**src/rtl/i2s_pkg.sv**
```systemverilog
// Shared I2S definitions: controller states and default slot geometry,
// used by both the playback transmitter and the capture receiver.
package i2s_pkg;

   typedef enum logic [1:0] {
      IDLE  = 2'd0,
      PRIME = 2'd1,
      RUN   = 2'd2
   } i2s_state_t;

   localparam int I2S_SAMPLE_WIDTH = 24;
   localparam int I2S_SLOT_WIDTH   = 32;

endpackage

```
**src/rtl/i2s_sck_gen.sv**
```systemverilog
// Bit-clock divider: toggles sck every SCK_DIV clk while en=1 and flags the
// clk on which sck goes 1->0, so the caller can update on that same edge.
module i2s_sck_gen #(
   parameter int SCK_DIV = 4
) (
   input  logic clk,
   input  logic rst,
   input  logic en,
   output logic sck,
   output logic fall
);

   localparam int CW = (SCK_DIV > 2) ? $clog2(SCK_DIV) : 1;

   logic [CW-1:0] cnt;
   logic          tick;

   assign tick = en && (cnt == CW'(SCK_DIV - 1));
   assign fall = tick && sck;

   // NOTE: sequential state uses non-blocking assignments so every register
   // samples pre-edge values and simulation matches the synthesized flops.
   always_ff @(posedge clk) begin
      if (rst || !en) begin
         cnt <= '0;
         sck <= 1'b0;
      end else if (tick) begin
         cnt <= '0;
         sck <= ~sck;
      end else begin
         cnt <= cnt + CW'(1);
      end
   end

endmodule

```
**src/rtl/i2s_transmitter.sv**
```systemverilog
// I2S master transmitter (Philips format): fetches alternating left/right
// words from a FIFO read port and serialises them MSB-first on SD.
module i2s_transmitter
   import i2s_pkg::*;
#(
   parameter int SAMPLE_WIDTH = I2S_SAMPLE_WIDTH,
   parameter int SLOT_WIDTH   = I2S_SLOT_WIDTH,
   parameter int SCK_DIV      = 4
) (
   input  logic                    clk,
   input  logic                    rst,
   input  logic                    enable_i,
   input  logic                    fifo_empty_i,
   output logic                    fifo_rd_en_o,
   input  logic [SAMPLE_WIDTH-1:0] fifo_data_i,
   output logic                    i2s_sck_o,
   output logic                    i2s_ws_o,
   output logic                    i2s_sd_o,
   output logic                    underrun_o,
   output logic                    busy_o
);

   localparam int FRAME = 2 * SLOT_WIDTH;
   localparam int PW    = $clog2(FRAME);

   localparam logic [PW-1:0] POS_LAST    = PW'(FRAME - 1);
   localparam logic [PW-1:0] POS_SLOT    = PW'(SLOT_WIDTH);
   localparam logic [PW-1:0] POS_L_LOAD  = PW'(1);
   localparam logic [PW-1:0] POS_R_LOAD  = PW'(SLOT_WIDTH + 1);
   localparam logic [PW-1:0] POS_R_FETCH = PW'(2);
   localparam logic [PW-1:0] POS_L_FETCH = PW'(SLOT_WIDTH + 2);

   i2s_state_t              state, state_nxt;
   logic [PW-1:0]           pos, pos_nxt;
   logic [SAMPLE_WIDTH-1:0] hold;
   logic [SLOT_WIDTH-1:0]   sr;
   logic                    ws;
   logic                    cap_pending;
   logic                    stop_pending;
   logic                    sck_fall;
   logic                    fetch;

   i2s_sck_gen #(
      .SCK_DIV(SCK_DIV)
   ) u_sck_gen (
      .clk (clk),
      .rst (rst),
      .en  (state == RUN),
      .sck (i2s_sck_o),
      .fall(sck_fall)
   );

   always_ff @(posedge clk) begin
      if (rst) state <= IDLE;
      else     state <= state_nxt;
   end

   // NOTE: every signal driven here gets a default first, so no path can
   // leave it unassigned and infer a latch.
   always_comb begin
      state_nxt = state;
      pos_nxt   = (pos == POS_LAST) ? '0 : pos + PW'(1);
      fetch     = 1'b0;
      unique case (state)
         IDLE:  if (enable_i) state_nxt = PRIME;
         PRIME: begin
            state_nxt = RUN;
            fetch     = 1'b1;
         end
         RUN: begin
            if (sck_fall && (pos == POS_LAST) && stop_pending) state_nxt = IDLE;
            fetch = sck_fall && ((pos_nxt == POS_R_FETCH) ||
                                 ((pos_nxt == POS_L_FETCH) && enable_i));
         end
         default: state_nxt = IDLE;
      endcase
   end

   always_ff @(posedge clk) begin
      if (rst) begin
         pos          <= '0;
         hold         <= '0;
         sr           <= '0;
         ws           <= 1'b0;
         cap_pending  <= 1'b0;
         stop_pending <= 1'b0;
         fifo_rd_en_o <= 1'b0;
         underrun_o   <= 1'b0;
         busy_o       <= 1'b0;
      end else begin
         busy_o       <= (state_nxt != IDLE);
         fifo_rd_en_o <= 1'b0;
         underrun_o   <= 1'b0;
         // FIFO data is valid the clk after the strobe, so capture one clk later.
         cap_pending  <= fifo_rd_en_o;
         if (cap_pending) hold <= fifo_data_i;

         if (fetch) begin
            if (!fifo_empty_i) begin
               fifo_rd_en_o <= 1'b1;
            end else begin
               underrun_o <= 1'b1;
               hold       <= '0;
            end
         end

         if (state == PRIME) begin
            // Parked on the last position so the first fall event wraps to 0.
            pos          <= POS_LAST;
            ws           <= 1'b0;
            sr           <= '0;
            stop_pending <= 1'b0;
         end else if (state == RUN && sck_fall) begin
            if (state_nxt == IDLE) begin
               pos          <= '0;
               ws           <= 1'b0;
               sr           <= '0;
               stop_pending <= 1'b0;
            end else begin
               pos <= pos_nxt;
               ws  <= (pos_nxt >= POS_SLOT);
               if ((pos_nxt == POS_L_LOAD) || (pos_nxt == POS_R_LOAD))
                  sr <= SLOT_WIDTH'(hold) << (SLOT_WIDTH - SAMPLE_WIDTH);
               else
                  sr <= sr << 1;
               if ((pos_nxt == POS_L_FETCH) && !enable_i) stop_pending <= 1'b1;
            end
         end
      end
   end

   assign i2s_ws_o = ws;
   assign i2s_sd_o = sr[SLOT_WIDTH-1];

endmodule

```
**config.mk**
```make
export PLATFORM = sky130hd
export DESIGN_NAME = i2s_transmitter
export DESIGN_NICKNAME = d
export VERILOG_FILES = /design/src/rtl/i2s_pkg.sv /design/src/rtl/i2s_sck_gen.sv /design/src/rtl/i2s_transmitter.sv
export SDC_FILE = /design/constraint.sdc
export NUM_CORES = 1
export LEC_CHECK = 0
export ABC_AREA = 1
export BUFFER_PORTS_ARGS = -buffer_cell sky130_fd_sc_hd__buf_2
export CAP_MARGIN = 20
export CORE_MARGIN = 8
export CORE_UTILIZATION = 40
export CTS_BUF_LIST = sky130_fd_sc_hd__clkbuf_16
export DETAILED_ROUTE_END_ITERATION = 6
export PLACE_DENSITY = 0.58
export SYNTH_ARGS = -nofsm -noshare
export SYNTH_HDL_FRONTEND = slang
export SYNTH_SLANG_ARGS = --single-unit
```
**constraint.sdc**
```tcl
create_clock -name clk -period 1.6 [get_ports clk]
set_input_delay 0.16 -clock clk [delete_from_list [all_inputs] [get_ports clk]]
set_output_delay 0.16 -clock clk [all_outputs]
set_load 0.02 [all_outputs]
```
==> results.yml <==
status:
  status: "complete, but fails checks"
  violations: "setup timing"
clocking:
  root_buffer: "clkbuf_16"
  htree_levels: 3
  clk_latency_ns: 0.33
  cts_hold_buf: 0
  cts_buffers: 9
  cts_tree: "done"
  cts.reportedPaths.clkPinSlew_ns: 0.05
  clock_path_buffers: 2
  clock_sinks: 65
sta:
  period_needed_ns: 1.752
  rsz0062_at_grt: "yes"
  period_share_pct: 109.5
  whs_ns: 0.03649
  fin_worst_skew_ns: 0.005910
  drv_slew: 0
  clock.fmax_mhz: 570.7
  slew_headroom_pct: 74.15
  setup-tns-final_ns: -5.682
  hold_viol_final: 0
  layout_setup_ws_ns: -0.1523
  setup_viol_count_final: 52
  tightest_slew_ns: 0.3878
worst_hold_path:
  worstHoldPathType: "in2reg"
placed_design:
  dp_slack_ns: -0.1090
  dp_hpwl_um: 5737
  portBuffers: 33
  place_congestion: 0.8511
power:
  total_power_w: 0.004865
  p_per_area_nw_per_um2: 1104
  peakVddDrop_uv: 642.4
  p_leak_nw: 1.901
worst_setup_path:
  end_kind: "flop"
  crit_fanout: 6
  worst_path_most_repeated_cell: "nand2_2"
  start_kind: "flop"
  slowest_delay_ns: 0.36
  arrival_ns: 1.98
  crit_chain: "ha_4 > nand3_2 > nand2_2 > nand2_2 > nand3_2 > nor2_4 > o21ai_2 > nand2_2 > nand3_4 > clkbuf_16 > nand2_1 > inv_1"
  critical_path_class: "reg2reg"
  crit_required_ns: 1.83
  critPathSlowestCell: "dfxtp_4"
global_route:
  grt_max_degree: 48
  track_usage_pct: 15.11
  grt_pass1_vias: 2913
  grt_overflow: 0
  antenna_found_initial: 0
  grt_pass1_wl_um: 13990
final_layout:
  nNetsFinal: 580
  diodes: 0
  drive_above_1_share_pct: 27.14
  area_growth_pct: 32.99
drt:
  drc: 0
  routed-via-count: 3147
  wl_um: 8686
  firstDrtPassIters: 4
  routed_via_density: 4.812
  initialDrtViolationCount: 149
  ant_nets: 0
  wl_per_cell_um: 13.28
yosys:
  synth-edff-count: 0
  synth_cells: 490
  ys_types: 28
  synth.yosys.seq_area_share_pct: 39.26
  ys_ff_latch: 65
  synthArstFlopShare_pct: 0
  avgSynthCellArea_um2: 6.764
  yosysMostFrequentCell: "nand2_1"
  ys_top_cells_by_area: "dfxtp_1 (39%), nand2_1 (14%), nor2_1 (9.9%)"
  synth_top_cell_by_area: "dfxtp_1"
  netlist_area_um2: 3314
  ys_warn_count: 0
  ys.flop_type: "dfxtp_1"
  synth_common_cells: "nand2_1 (120), nor2_1 (87), dfxtp_1 (65)"
  synth_top_area_share_pct: 39.26
  syn_nets: 526
floorplan:
  io_pins: 34
  core_area_um2: 8134
  row_count: 33
  initial_core_util_pct: 40.75
  die_y_um: 107.0
  die_area_um2: 11450
  die_width_um: 107.0
job:
  max_cap_violations: 0
==> registers in the layout (all words and copies together) (netlist names), 2 cells and up <==
| register | cells |
|---|---|
| u_sck_gen.cnt | 2 |
| state | 2 |
| pos | 6 |
| hold | 24 |
| sr | 24 |
==> cells in the final DEF, fill, tap and decap left out, types with 2 or more instances in the layout <==
cell type  synthesis  layout
nand3_4            2       3
nand2_1          120     110
a21oi_4            0       2
dfxtp_2            0       4
buf_2              8      33
clkinv_2           0       2
buf_6              4       3
o22ai_1            3       3
buf_4              0      26
nand2_2            5      13
a21oi_2            1      11
inv_2              4       7
a21oi_1           32      20
nand2_4            1       3
nor2_1            87      82
nand3_2            0       2
buf_12             0       7
dfxtp_4            0       2
ha_1               8       4
nand4_1           24      24
a211oi_1          23      23
nand3_1            9       6
inv_1             59      57
dfxtp_1           65      59
nor2_4             1       3
o21ai_0            4       4
nor2_2             3       6
clkinv_1           1       2
clkbuf_16          0      12
ha_4               0       3
nor3_1             5       5
==> kinds of logic (layout without fill, tap and decap cells) <==
logic type	Yosys count	after routing	share of synthesized area, %
and+or+nand+nor	259	259	33.75
buffers and inverters	93	152	11.74
DFF	65	65	39.26
AOI/OAI and AO/OA	64	64	11.74
adders and majority gates	8	8	3.020
xor gates and xnor gates	1	1	0.4909
==> path summary, 6_finish.rpt <==
kind | startpoint | endpoint | slack, ns | depth (start not counted)
worst min-delay path | fifo_empty_i | fifo_rd_en_o$_SDFF_PP0_ | 0.04 | 2
worst max-delay path | pos[1]$_SDFFE_PP0P_ | hold[17]$_SDFF_PP0_ | -0.15 | 12
worst min register to register | fifo_rd_en_o$_SDFF_PP0_ | cap_pending$_SDFF_PP0_ | 0.44 | 2
worst max register to register | pos[1]$_SDFFE_PP0P_ | hold[17]$_SDFF_PP0_ | -0.15 | 12
==> per-stage QoR <==
step	std cells	utilization (%)	instance area, um2
2_1_floorplan	490	-	3378
3_3_place_gp	631	47.22	3841
3_5_place_dp	631	47.22	3841
4_1_cts	651	51.87	4219
5_1_grt	654	54.19	4408
6_report	654	54.19	4408
==> report_power, final <==
part | switching, W | total, W | internal (W)
registers | 0.0000416 | 0.00171 | 0.00167
clock network | 0.000697 | 0.00198 | 0.00128
logic | 0.000660 | 0.00117 | 0.000515
==> metal layers <==
| metal | up-vias | track usage [%] | part of all wire [%] |
|---|---|---|---|
| met5 | - | 0 | 0 |
| met4 | 0 | 6.834 | 2.2 |
| met3 | 14 | 2.939 | 4.3 |
| met2 | 71 | 20.34 | 42 |
| met1 | 1398 | 22.27 | 51 |
| li1 | 1664 | - | - |
==> worst max-delay path: cells and delay by family (launching register included) <==
family / cells / cell delay, ns
DFF: 1 / 0.36
adders and majority gates: 1 / 0.19
buffers and inverters: 2 / 0.24
AOI/OAI and AO/OA: 1 / 0.07
and+or+nand+nor: 8 / 0.79
==> final cells by class <==
class	count	area [um2]
Timing Repair Buffer	72	611.8
Clock buffer	10	250.2
Sequential cell	65	1314
Clock inverter	6	56.30
Fill cell	752	3726
Multi-Input combinational cell	332	1804
Inverter	64	240.2
Tap cell	105	131.4
==> timing repair <==
action	in CTS	in global routing
pin swaps	4	5
gates cloned	1	3
resized for setup	9	34
endpoints found under the setup margin	51	58
buffers inserted	3	0
No activity file was read; power rests on OpenSTA's default activity.
